### src/rtl/clk_div_pkg.sv
// Shared types, constants and helpers for the clock-divider control stage.
package clk_div_pkg;

  // Control FSM states.
  typedef enum logic [2:0] {
    ST_OFF    = 3'd0,
    ST_RUN    = 3'd1,
    ST_STOP   = 3'd2,
    ST_LOAD   = 3'd3,
    ST_SETTLE = 3'd4
  } state_e;

  // Ratios 0 and 1 cannot be produced by the divider.
  localparam int unsigned MIN_DIV_RATIO = 2;

  // Width of a counter that must hold values up to 'cycles'.
  function automatic int unsigned settle_cnt_width(input int unsigned cycles);
    return (cycles < 1) ? 1 : $clog2(cycles + 1);
  endfunction

endpackage

### src/rtl/clk_div_settle_cnt.sv
// Settle down-counter: load with N-1, count to zero, flag terminal count.
module clk_div_settle_cnt
  import clk_div_pkg::*;
#(
  parameter int unsigned CNT_W = settle_cnt_width(4)
) (
  input  logic             clk,
  input  logic             rst_n,
  input  logic             clear_i,
  input  logic             load_i,
  input  logic [CNT_W-1:0] load_val_i,
  output logic             tc_o
);

  logic [CNT_W-1:0] cnt_q;
  logic [CNT_W-1:0] cnt_d;
  logic             tc_q;
  logic             tc_d;

  // Next count: clear wins over load; otherwise decrement and hold at zero.
  always_comb begin
    cnt_d = cnt_q;
    if (clear_i) begin
      cnt_d = '0;
    end else if (load_i) begin
      cnt_d = load_val_i;
    end else if (cnt_q != '0) begin
      cnt_d = cnt_q - CNT_W'(1);
    end
    tc_d = (cnt_d == '0);
  end

  // Count and registered terminal-count flag.
  always_ff @(posedge clk or negedge rst_n) begin
    if (!rst_n) begin
      cnt_q <= '0;
      tc_q  <= 1'b1;
    end else begin
      cnt_q <= cnt_d;
      tc_q  <= tc_d;
    end
  end

  assign tc_o = tc_q;

endmodule

### src/rtl/clk_div_ctrl.sv
// Divider control: accepts ratio requests and applies them as
// stop -> settle -> load -> settle -> restart so the ratio never moves while enabled.
module clk_div_ctrl
  import clk_div_pkg::*;
#(
  parameter int unsigned DIV_RATIO_WIDTH = 4,
  parameter int unsigned SETTLE_CYCLES   = 4,
  parameter int unsigned DEFAULT_RATIO   = 2
) (
  input  logic                       i_ref_clk,
  input  logic                       i_rst_n,
  input  logic                       i_enable,
  input  logic                       i_req_valid,
  input  logic [DIV_RATIO_WIDTH-1:0] i_req_ratio,
  output logic                       o_req_ready,
  output logic                       o_req_err,
  output logic                       o_done,
  output logic                       o_busy,
  output logic [DIV_RATIO_WIDTH-1:0] o_div_ratio,
  output logic                       o_clk_en
);

  localparam int unsigned CNT_W = settle_cnt_width(SETTLE_CYCLES);
  localparam logic [CNT_W-1:0] CNT_LOAD = CNT_W'(SETTLE_CYCLES - 1);
  localparam logic [DIV_RATIO_WIDTH-1:0] RATIO_RST = DIV_RATIO_WIDTH'(DEFAULT_RATIO);
  localparam logic [DIV_RATIO_WIDTH-1:0] RATIO_MIN = DIV_RATIO_WIDTH'(MIN_DIV_RATIO);

  state_e                     state_q,   state_d;
  logic [DIV_RATIO_WIDTH-1:0] ratio_q,   ratio_d;
  logic [DIV_RATIO_WIDTH-1:0] pend_q,    pend_d;
  logic                       restart_q, restart_d;
  logic                       loaded_q,  loaded_d;
  logic                       done_q,    done_d;
  logic                       err_q,     err_d;
  logic                       clk_en_q,  clk_en_d;

  logic req_ready;
  logic xfer;
  logic req_legal;
  logic cnt_load;
  logic cnt_clear;
  logic cnt_tc;

  // Handshake is decoded from the state register only.
  assign req_ready = (state_q == ST_OFF) || (state_q == ST_RUN);
  assign xfer      = i_req_valid && req_ready;
  assign req_legal = (i_req_ratio >= RATIO_MIN);

  // Shared settle counter for STOP and SETTLE.
  clk_div_settle_cnt #(
    .CNT_W (CNT_W)
  ) u_settle_cnt (
    .clk        (i_ref_clk),
    .rst_n      (i_rst_n),
    .clear_i    (cnt_clear),
    .load_i     (cnt_load),
    .load_val_i (CNT_LOAD),
    .tc_o       (cnt_tc)
  );

  // Next-state and registered-output decisions.
  always_comb begin
    state_d   = state_q;
    ratio_d   = ratio_q;
    pend_d    = pend_q;
    restart_d = restart_q;
    loaded_d  = loaded_q;
    done_d    = 1'b0;
    err_d     = 1'b0;
    cnt_load  = 1'b0;
    cnt_clear = 1'b0;

    unique case (state_q)
      ST_OFF: begin
        // Divider is stopped, so a legal ratio can be loaded directly.
        if (xfer) begin
          if (req_legal) begin
            ratio_d = i_req_ratio;
            done_d  = 1'b1;
          end else begin
            err_d = 1'b1;
          end
        end
        if (i_enable) begin
          state_d   = ST_SETTLE;
          restart_d = 1'b1;
          loaded_d  = 1'b0;
          cnt_load  = 1'b1;
        end
      end

      ST_RUN: begin
        // A transfer takes priority over dropping the enable.
        if (xfer) begin
          if (!req_legal) begin
            err_d = 1'b1;
          end else if (i_req_ratio != ratio_q) begin
            pend_d    = i_req_ratio;
            restart_d = 1'b1;
            loaded_d  = 1'b0;
            state_d   = ST_STOP;
            cnt_load  = 1'b1;
          end else begin
            done_d = 1'b1;
          end
        end else if (!i_enable) begin
          state_d   = ST_OFF;
          cnt_clear = 1'b1;
        end
      end

      ST_STOP: begin
        if (cnt_tc) begin
          state_d   = ST_LOAD;
          cnt_clear = 1'b1;
        end
      end

      ST_LOAD: begin
        ratio_d  = pend_q;
        loaded_d = 1'b1;
        state_d  = ST_SETTLE;
        cnt_load = 1'b1;
      end

      ST_SETTLE: begin
        // Enable is only sampled here, at the end of the sequence.
        if (cnt_tc) begin
          done_d    = loaded_q;
          loaded_d  = 1'b0;
          restart_d = 1'b0;
          cnt_clear = 1'b1;
          state_d   = (restart_q && i_enable) ? ST_RUN : ST_OFF;
        end
      end

      default: begin
        state_d   = ST_OFF;
        cnt_clear = 1'b1;
      end
    endcase

    clk_en_d = (state_d == ST_RUN);
  end

  // State and output registers.
  always_ff @(posedge i_ref_clk or negedge i_rst_n) begin
    if (!i_rst_n) begin
      state_q   <= ST_OFF;
      ratio_q   <= RATIO_RST;
      pend_q    <= RATIO_RST;
      restart_q <= 1'b0;
      loaded_q  <= 1'b0;
      done_q    <= 1'b0;
      err_q     <= 1'b0;
      clk_en_q  <= 1'b0;
    end else begin
      state_q   <= state_d;
      ratio_q   <= ratio_d;
      pend_q    <= pend_d;
      restart_q <= restart_d;
      loaded_q  <= loaded_d;
      done_q    <= done_d;
      err_q     <= err_d;
      clk_en_q  <= clk_en_d;
    end
  end

  assign o_req_ready = req_ready;
  assign o_busy      = (state_q == ST_STOP) || (state_q == ST_LOAD) || (state_q == ST_SETTLE);
  assign o_req_err   = err_q;
  assign o_done      = done_q;
  assign o_div_ratio = ratio_q;
  assign o_clk_en    = clk_en_q;

endmodule

### config.mk
export PLATFORM = sky130hd
export DESIGN_NAME = clk_div_ctrl
export DESIGN_NICKNAME = d
export VERILOG_FILES = /design/src/rtl/clk_div_pkg.sv /design/src/rtl/clk_div_settle_cnt.sv /design/src/rtl/clk_div_ctrl.sv
export SDC_FILE = /design/constraint.sdc
export NUM_CORES = 1
export LEC_CHECK = 0
export BUFFER_PORTS_ARGS = -buffer_cell sky130_fd_sc_hd__buf_2
export CAP_MARGIN = 20
export CORE_ASPECT_RATIO = 1.25
export CORE_MARGIN = 1.5
export CORE_UTILIZATION = 45
export DETAILED_ROUTE_END_ITERATION = 6
export PLACE_DENSITY = 0.65
export SYNTH_ARGS = -nofsm -noshare
export SYNTH_HDL_FRONTEND = slang
export SYNTH_HIERARCHICAL = 1
export SYNTH_SLANG_ARGS = --single-unit
### constraint.sdc
create_clock -name i_ref_clk -period 3.7 [get_ports i_ref_clk]
set_clock_uncertainty 0.15 [all_clocks]
set_input_delay 0.37 -clock i_ref_clk [delete_from_list [all_inputs] [get_ports i_ref_clk]]
set_output_delay 0.37 -clock i_ref_clk [all_outputs]
set_load 0.05 [all_outputs]
# Word level (Yosys, flattened, before mapping)
# Cells that the tools add are included.
[totals]
regBits = 20
output_inout_bits = 9
word_cells = 88
[op_classes]
n_addsub = 1
n_lt_le_gt_ge = 1
n_eq_ne = 13
muxes = 45
reduce_logical = 18
[ops]
columns = ["op", "count"]
rows = [
  ["$mux 3", 10],
  ["$mux 1", 26],
  ["$pmux 3 s5", 1],
  ["$pmux 1 s3", 4],
  ["$reduce_and 6->1", 2],
  ["$ne 2x2->1 const B", 5],
  ["$mux 4", 2],
  ["$pmux 4 s2", 1],
  ["$eq 3x1->1 const B", 2],
  ["$eq 3x2->1 const B", 2],
  ["$logic_not 3->1", 2],
  ["$reduce_bool 3->1", 2],
  ["$reduce_or 2->1", 3],
  ["$ge 4x2->1 const B", 1],
  ["$ne 2x1->1 const B", 2],
  ["$ne 4x4->1", 1],
  ["$pmux 1 s4", 1],
  ["$reduce_and 4->1", 1],
  ["$reduce_bool 4->1", 1],
  ["$eq 3x3->1 const B", 1],
  ["$logic_or 1x1->1", 3],
  ["$reduce_and 3->1", 1],
  ["$sub 3x1->3 const B", 1],
  ["$logic_and 1x1->1", 2],
  ["$reduce_bool 2->1", 1],
]

# Longest topological paths before layout
[logic_depth]
word_depth = 8
depth_mapped = 7

# By module
# The synthesis kept the hierarchy.
[by_module_without_submodules]
columns = ["module", "instances", "cells_each", "area_per_inst_um2", "seq_area_each_um2"]
rows = [
  ["clk_div_ctrl", 1, 90, 939.7, 402.9],
  ["clk_div_settle_cnt", 1, 24, 259.0, 101.3],
]

# Least setup slack after synthesis
# No wires, ideal clock.
[synth_timing]
path_type = "flip-flop to flip-flop"
startpoint = "register ratio_q[1] (netlist: o_div_ratio[1])"
endpoint = "register u_settle_cnt.tc_q (netlist: u_settle_cnt/tc_o)"
arrival_ns = 2.097
setup_slack_ns = 1.364
path_stages_with_launch = 8
cell_sequence = "dfstp_2 xnor2_1 nand4_2 nand3_4 o21ai_0 nor4b_1 a2111oi_2 a311oi_2"
[synth_via]
elab_chain_len = 8
[synth_rtl]
columns = ["item", "line_no", "rtl"]
rows = [
  ["start, declared", "clk_div_ctrl.sv:29", "logic [DIV_RATIO_WIDTH-1:0] ratio_q, ratio_d;"],
  ["start signal, assigned", "clk_div_ctrl.sv:159", "ratio_q <= ratio_d;"],
  ["$ne 4x4->1", "clk_div_ctrl.sv:97", "end else if (i_req_ratio != ratio_q) begin"],
  ["$mux 1", "clk_div_ctrl.sv:97", ""],
  ["$mux 1", "clk_div_ctrl.sv:95", "if (!req_legal) begin"],
  ["$mux 1", "clk_div_ctrl.sv:94", "if (xfer) begin"],
  ["$pmux 1 s3", "clk_div_ctrl.sv:73", "unique case (state_q)"],
  ["net cnt_load", "clk_div_ctrl.sv:40", "logic cnt_load;"],
  ["$mux 3", "clk_div_settle_cnt.sv:25", "end else if (load_i) begin"],
  ["$mux 3", "clk_div_settle_cnt.sv:23", "if (clear_i) begin"],
  ["net u_settle_cnt.cnt_d[0]", "clk_div_settle_cnt.sv:16", "logic [CNT_W-1:0] cnt_d;"],
  ["$logic_not 3->1", "clk_div_settle_cnt.sv:30", "tc_d = (cnt_d == '0);"],
  ["net u_settle_cnt.tc_d", "clk_div_settle_cnt.sv:18", "logic tc_d;"],
  ["end signal, assigned", "clk_div_settle_cnt.sv:40", "tc_q <= tc_d;"],
  ["end, declared", "clk_div_settle_cnt.sv:17", "logic tc_q;"],
]
# The timed path passes the listed nets, and every way through them passes these cells.
# A chain may end at the register's enable or synchronous reset.

# Final worst setup path
[layout_timing]
startpoint = "register state_q[0]"
endpoint = "register u_settle_cnt.tc_q (netlist: u_settle_cnt/tc_o)"
[layout_via]
elab_chain_len = 8
elab_cells_between_ends = 16
cone_classes = "eq/ne (4); mux (6); reduce/logical (6)"
[layout_rtl]
columns = ["item", "line_no", "rtl"]
rows = [
  ["start, declared", "clk_div_ctrl.sv:28", "state_e state_q, state_d;"],
  ["start signal, assigned", "clk_div_ctrl.sv:158", "state_q <= state_d;"],
  ["$eq 3x1->1 or $logic_not 3->1 (tied branches)", "clk_div_ctrl.sv:45, clk_div_ctrl.sv:73", ""],
  ["$logic_or 1x1->1", "clk_div_ctrl.sv:45", "assign req_ready = (state_q == ST_OFF) || (state_q == ST_RUN);"],
  ["$logic_and 1x1->1", "clk_div_ctrl.sv:46", "assign xfer = i_req_valid && req_ready;"],
  ["$mux 1", "clk_div_ctrl.sv:94", ""],
  ["$pmux 1 s3 (*)", "clk_div_ctrl.sv:73", ""],
  ["net cnt_load", "clk_div_ctrl.sv:40", ""],
  ["$mux 3 (*)", "clk_div_settle_cnt.sv:25", ""],
  ["$mux 3 (*)", "clk_div_settle_cnt.sv:23", ""],
  ["net u_settle_cnt.cnt_d[0]", "clk_div_settle_cnt.sv:16", ""],
  ["$logic_not 3->1 (*)", "clk_div_settle_cnt.sv:30", ""],
  ["net u_settle_cnt.tc_d", "clk_div_settle_cnt.sv:18", ""],
]
# The timed path passes the listed nets; every way through them passes the cells marked *.

==> impl_metrics.tcl <==
set metrics [dict create \
    fill_cells 239 \
    cp_slowest_cell "dfrtp_1" \
    multi_input_area_um2 637 \
    drc_errors 0 \
    maxSlewViolCount 0 \
    cts_buffer_depth 2 \
    worst_pin_slew_ns 0.596 \
    die_area_um2 2980 \
    grt_first_pass_wirelength_um 4130 \
    cts_tree "built" \
    grt_max_degree 21 \
    antenna-diode-count 0 \
    synthFlopType "dfrtp_1" \
    cts-root-buf "clkbuf_4" \
    slew_headroom_pct 59.9 \
    die_h_um 60.7 \
    final_min_period_over_clock_period_pct 65.5 \
    wirelength_um 2250 \
    ys_async_sr_fraction_pct 100 \
    fin_cells 165 \
    detail_route.wl_per_cell_um 13.6 \
    cts_buffers 3 \
    clkTransAtPathRegs_ns 0.11 \
    yosys-top-cells-area "dfrtp_1 35%, dfstp_2 6.6%, mux2i_1 5.0%" \
    crit_path_end_kind "flop" \
    reg2reg_from "state_q[0]" \
    rows 20 \
    cts_sinks 20 \
    syn_area_um2 1200 \
    worstPathArrival_ns 2.49 \
    synthCells 114 \
    place_area_um2 1280 \
    placed_cells 160 \
    cts_max_level 1 \
    synth-seq-area-share_pct 42.1 \
    status "completed" \
    synth_edf_count 0 \
    min_path_type "input pin to flop" \
    grt_overflow_total 0 \
    path_cells "nand2_2, a21boi_0, o21ai_0, nor4b_1, a2111oi_2, a311oi_2" \
    drive_above_1_share_pct 26.5 \
    synth-warning-count 6 \
    finalCriticalPeriod_ns 2.42 \
    seq_area_um2 504 \
    r2r_setup_slack_ns 1.28 \
    timing.fmax_mhz 412 \
    path_buf_inv 0 \
    irDropWorstVdd_mv 0.451 \
    worst-path-max-fanout 13 \
    pwr_density_cell_nw_per_um2 736 \
    die_w_um 49.2 \
    synth_cell_types 40 \
    yosysTopAreaCellShare_pct 35.5 \
    ff2ff_path_depth 6 \
    synth.avg_cell_area_um2 10.5 \
    cpLargestDelayFamily "compound AO/OA/AOI/OAI gates" \
    track_usage_pct 18.1 \
    worstHoldStart "i_req_ratio[0]" \
    path_class "flop to flop" \
    drt-vias-per-instance 5.37 \
    design_area_um2 1320 \
    rsz0062_at_grt "no" \
    holdPathStages 2 \
    drtAntennaViolNets 0 \
    yosysTopAreaCell "dfrtp_1" \
    firstDrtPassIters 4 \
    p_leak_nw 0.644 \
    drtIter0Drc 23 \
    yosys_register_bits 20 \
    routabilityCongestion 0.902 \
    total_power_mw 0.973 \
    coreArea_um2 2480 \
    start_util_pct 48.4 \
    hold_viol 0 \
    numPortBuffers 16 \
    cap_violations 0 \
    grt_pass1_vias 883 \
    layout.nets 143 \
    dp_hpwl_um 1710 \
    cts_setup_buffers 0 \
    max_stage_delay_ns 0.63 \
    ios 17 \
    antenna_found_initial 0 \
    setup_viol 0 \
    crit_path_start_kind "flop" \
    fin_tns_setup_ns 0 \
    area_delta_synth_final_pct 10.2 \
    clk_latency_ns 0.29 \
    cp.required_ns 3.77 \
    hold-path-endpoint "pend_q[0]" \
    r2r-end "u_settle_cnt/tc_o" \
    num_vias 886 \
]
report_power, final:
part | leakage [nW] | switching (mW) | internal [mW]
Clock | 0.0150 | 0.0604 | 0.0419
Sequential | 0.249 | 0.0767 | 0.301
Combinational | 0.380 | 0.303 | 0.190
sequential cells by signal, summed over array words and instances, names as in the netlist:
name and count:
o_clk_en 1, loaded_q 1, restart_q 1, u_settle_cnt/tc_o 1, state_q 3, o_req_err 1
o_done 1, pend_q 4, o_div_ratio 4, u_settle_cnt/cnt_q 3
worst register-to-register path, cell delays in order (launching register included):
cell	delay, ns
dfrtp_1	0.63
nand2_2	0.23
a21boi_0	0.18
o21ai_0	0.49
nor4b_1	0.15
a2111oi_2	0.45
a311oi_2	0.08
metrics by stage:
stage	hold slack, ns	utilization (%)	worst slack (ns)
2_1_floorplan	-0.0756	-	1.36
3_3_place_gp	0.187	51.9	1.35
3_5_place_dp	0.193	51.9	1.26
4_1_cts	0.189	53.3	1.26
5_1_grt	0.184	53.3	1.03
6_report	0.197	53.3	1.28
what timing repair did:
| action | 4_1_cts | 5_1_grt |
|---|---|---|
| hold buffers | 1 | 0 |
| resized for setup | 0 | 0 |
| hold endpoints to repair | 17 | 0 |
Yosys cell counts, types with 2 or more instances:
master / count
a311oi_2: 2
nand2_1: 8
conb_1: 2
nor3_1: 4
ha_1: 2
nor2b_1: 6
dfrtp_1: 17
nor2_1: 5
dfstp_2: 3
and3_1: 3
o211ai_1: 2
nand3_1: 2
o21ai_0: 8
inv_1: 6
xnor2_1: 4
buf_6: 3
a21o_1: 2
a21oi_1: 3
mux2_4: 4
or3_1: 3
mux2i_1: 6
layer usage:
layer	GRT usage [%]	vias up	wire (um)
met5	0	-	0
met4	7.35	0	16
met3	1.48	2	86
met2	31.1	21	1120
met1	24.1	422	1020
li1	-	441	-
worst max-delay path by stage:
| stage | cells past startpoint | slack, ns | endpoint | from |
|---|---|---|---|---|
| after floorplan | 7 | 1.36 | u_settle_cnt/tc_o | o_div_ratio[1] |
| after global placement | 8 | 1.35 | u_settle_cnt/tc_o | i_req_ratio[1] |
| after detailed placement | 8 | 1.26 | u_settle_cnt/tc_o | i_req_ratio[3] |
| after CTS | 6 | 1.26 | u_settle_cnt/tc_o | state_q[0] |
| after global routing | 6 | 1.03 | u_settle_cnt/tc_o | state_q[0] |
| final | 6 | 1.28 | u_settle_cnt/tc_o | state_q[0] |
cells in the final DEF, fill, tap and decap left out, types with 2 or more instances in the layout:
master	synthesis	final
mux2i_1	6	6
ha_1	2	2
a21o_1	2	2
o21ai_0	8	8
nor2_1	5	5
nor3_1	4	4
o211ai_1	2	2
conb_1	2	3
dfrtp_1	17	17
and3_1	3	3
nand2_1	8	8
mux2_4	4	4
dfstp_2	3	3
nor2b_1	6	6
a21oi_1	3	3
clkbuf_4	0	3
xnor2_1	4	4
or3_1	3	3
a311oi_2	2	2
inv_1	6	6
nand3_1	2	2
buf_2	1	16
kinds of logic after synthesis:
logic type | count (synthesis) | synth area share, %
adder cells (fa/ha/maj) | 2 | 2.09
other | 2 | 0.627
AO/OA/AOI/OAI | 25 | 16.4
XOR/XNOR | 4 | 2.92
AND/OR/NAND/NOR | 41 | 20.8
buffers and inverters | 10 | 5.11
flip-flops | 20 | 42.1
multiplexers | 10 | 10.0
final cells by class:
| class | instances | share of cell area [%] |
|---|---|---|
| multi-input combinational | 85 | 48.2 |
| inverter | 6 | 1.70 |
| sequential | 20 | 38.2 |
| clock buffer | 4 | 1.99 |
| tap | 33 | 3.12 |
| timing repair buffer | 17 | 6.82 |
(Power assumes the default switching activity.)
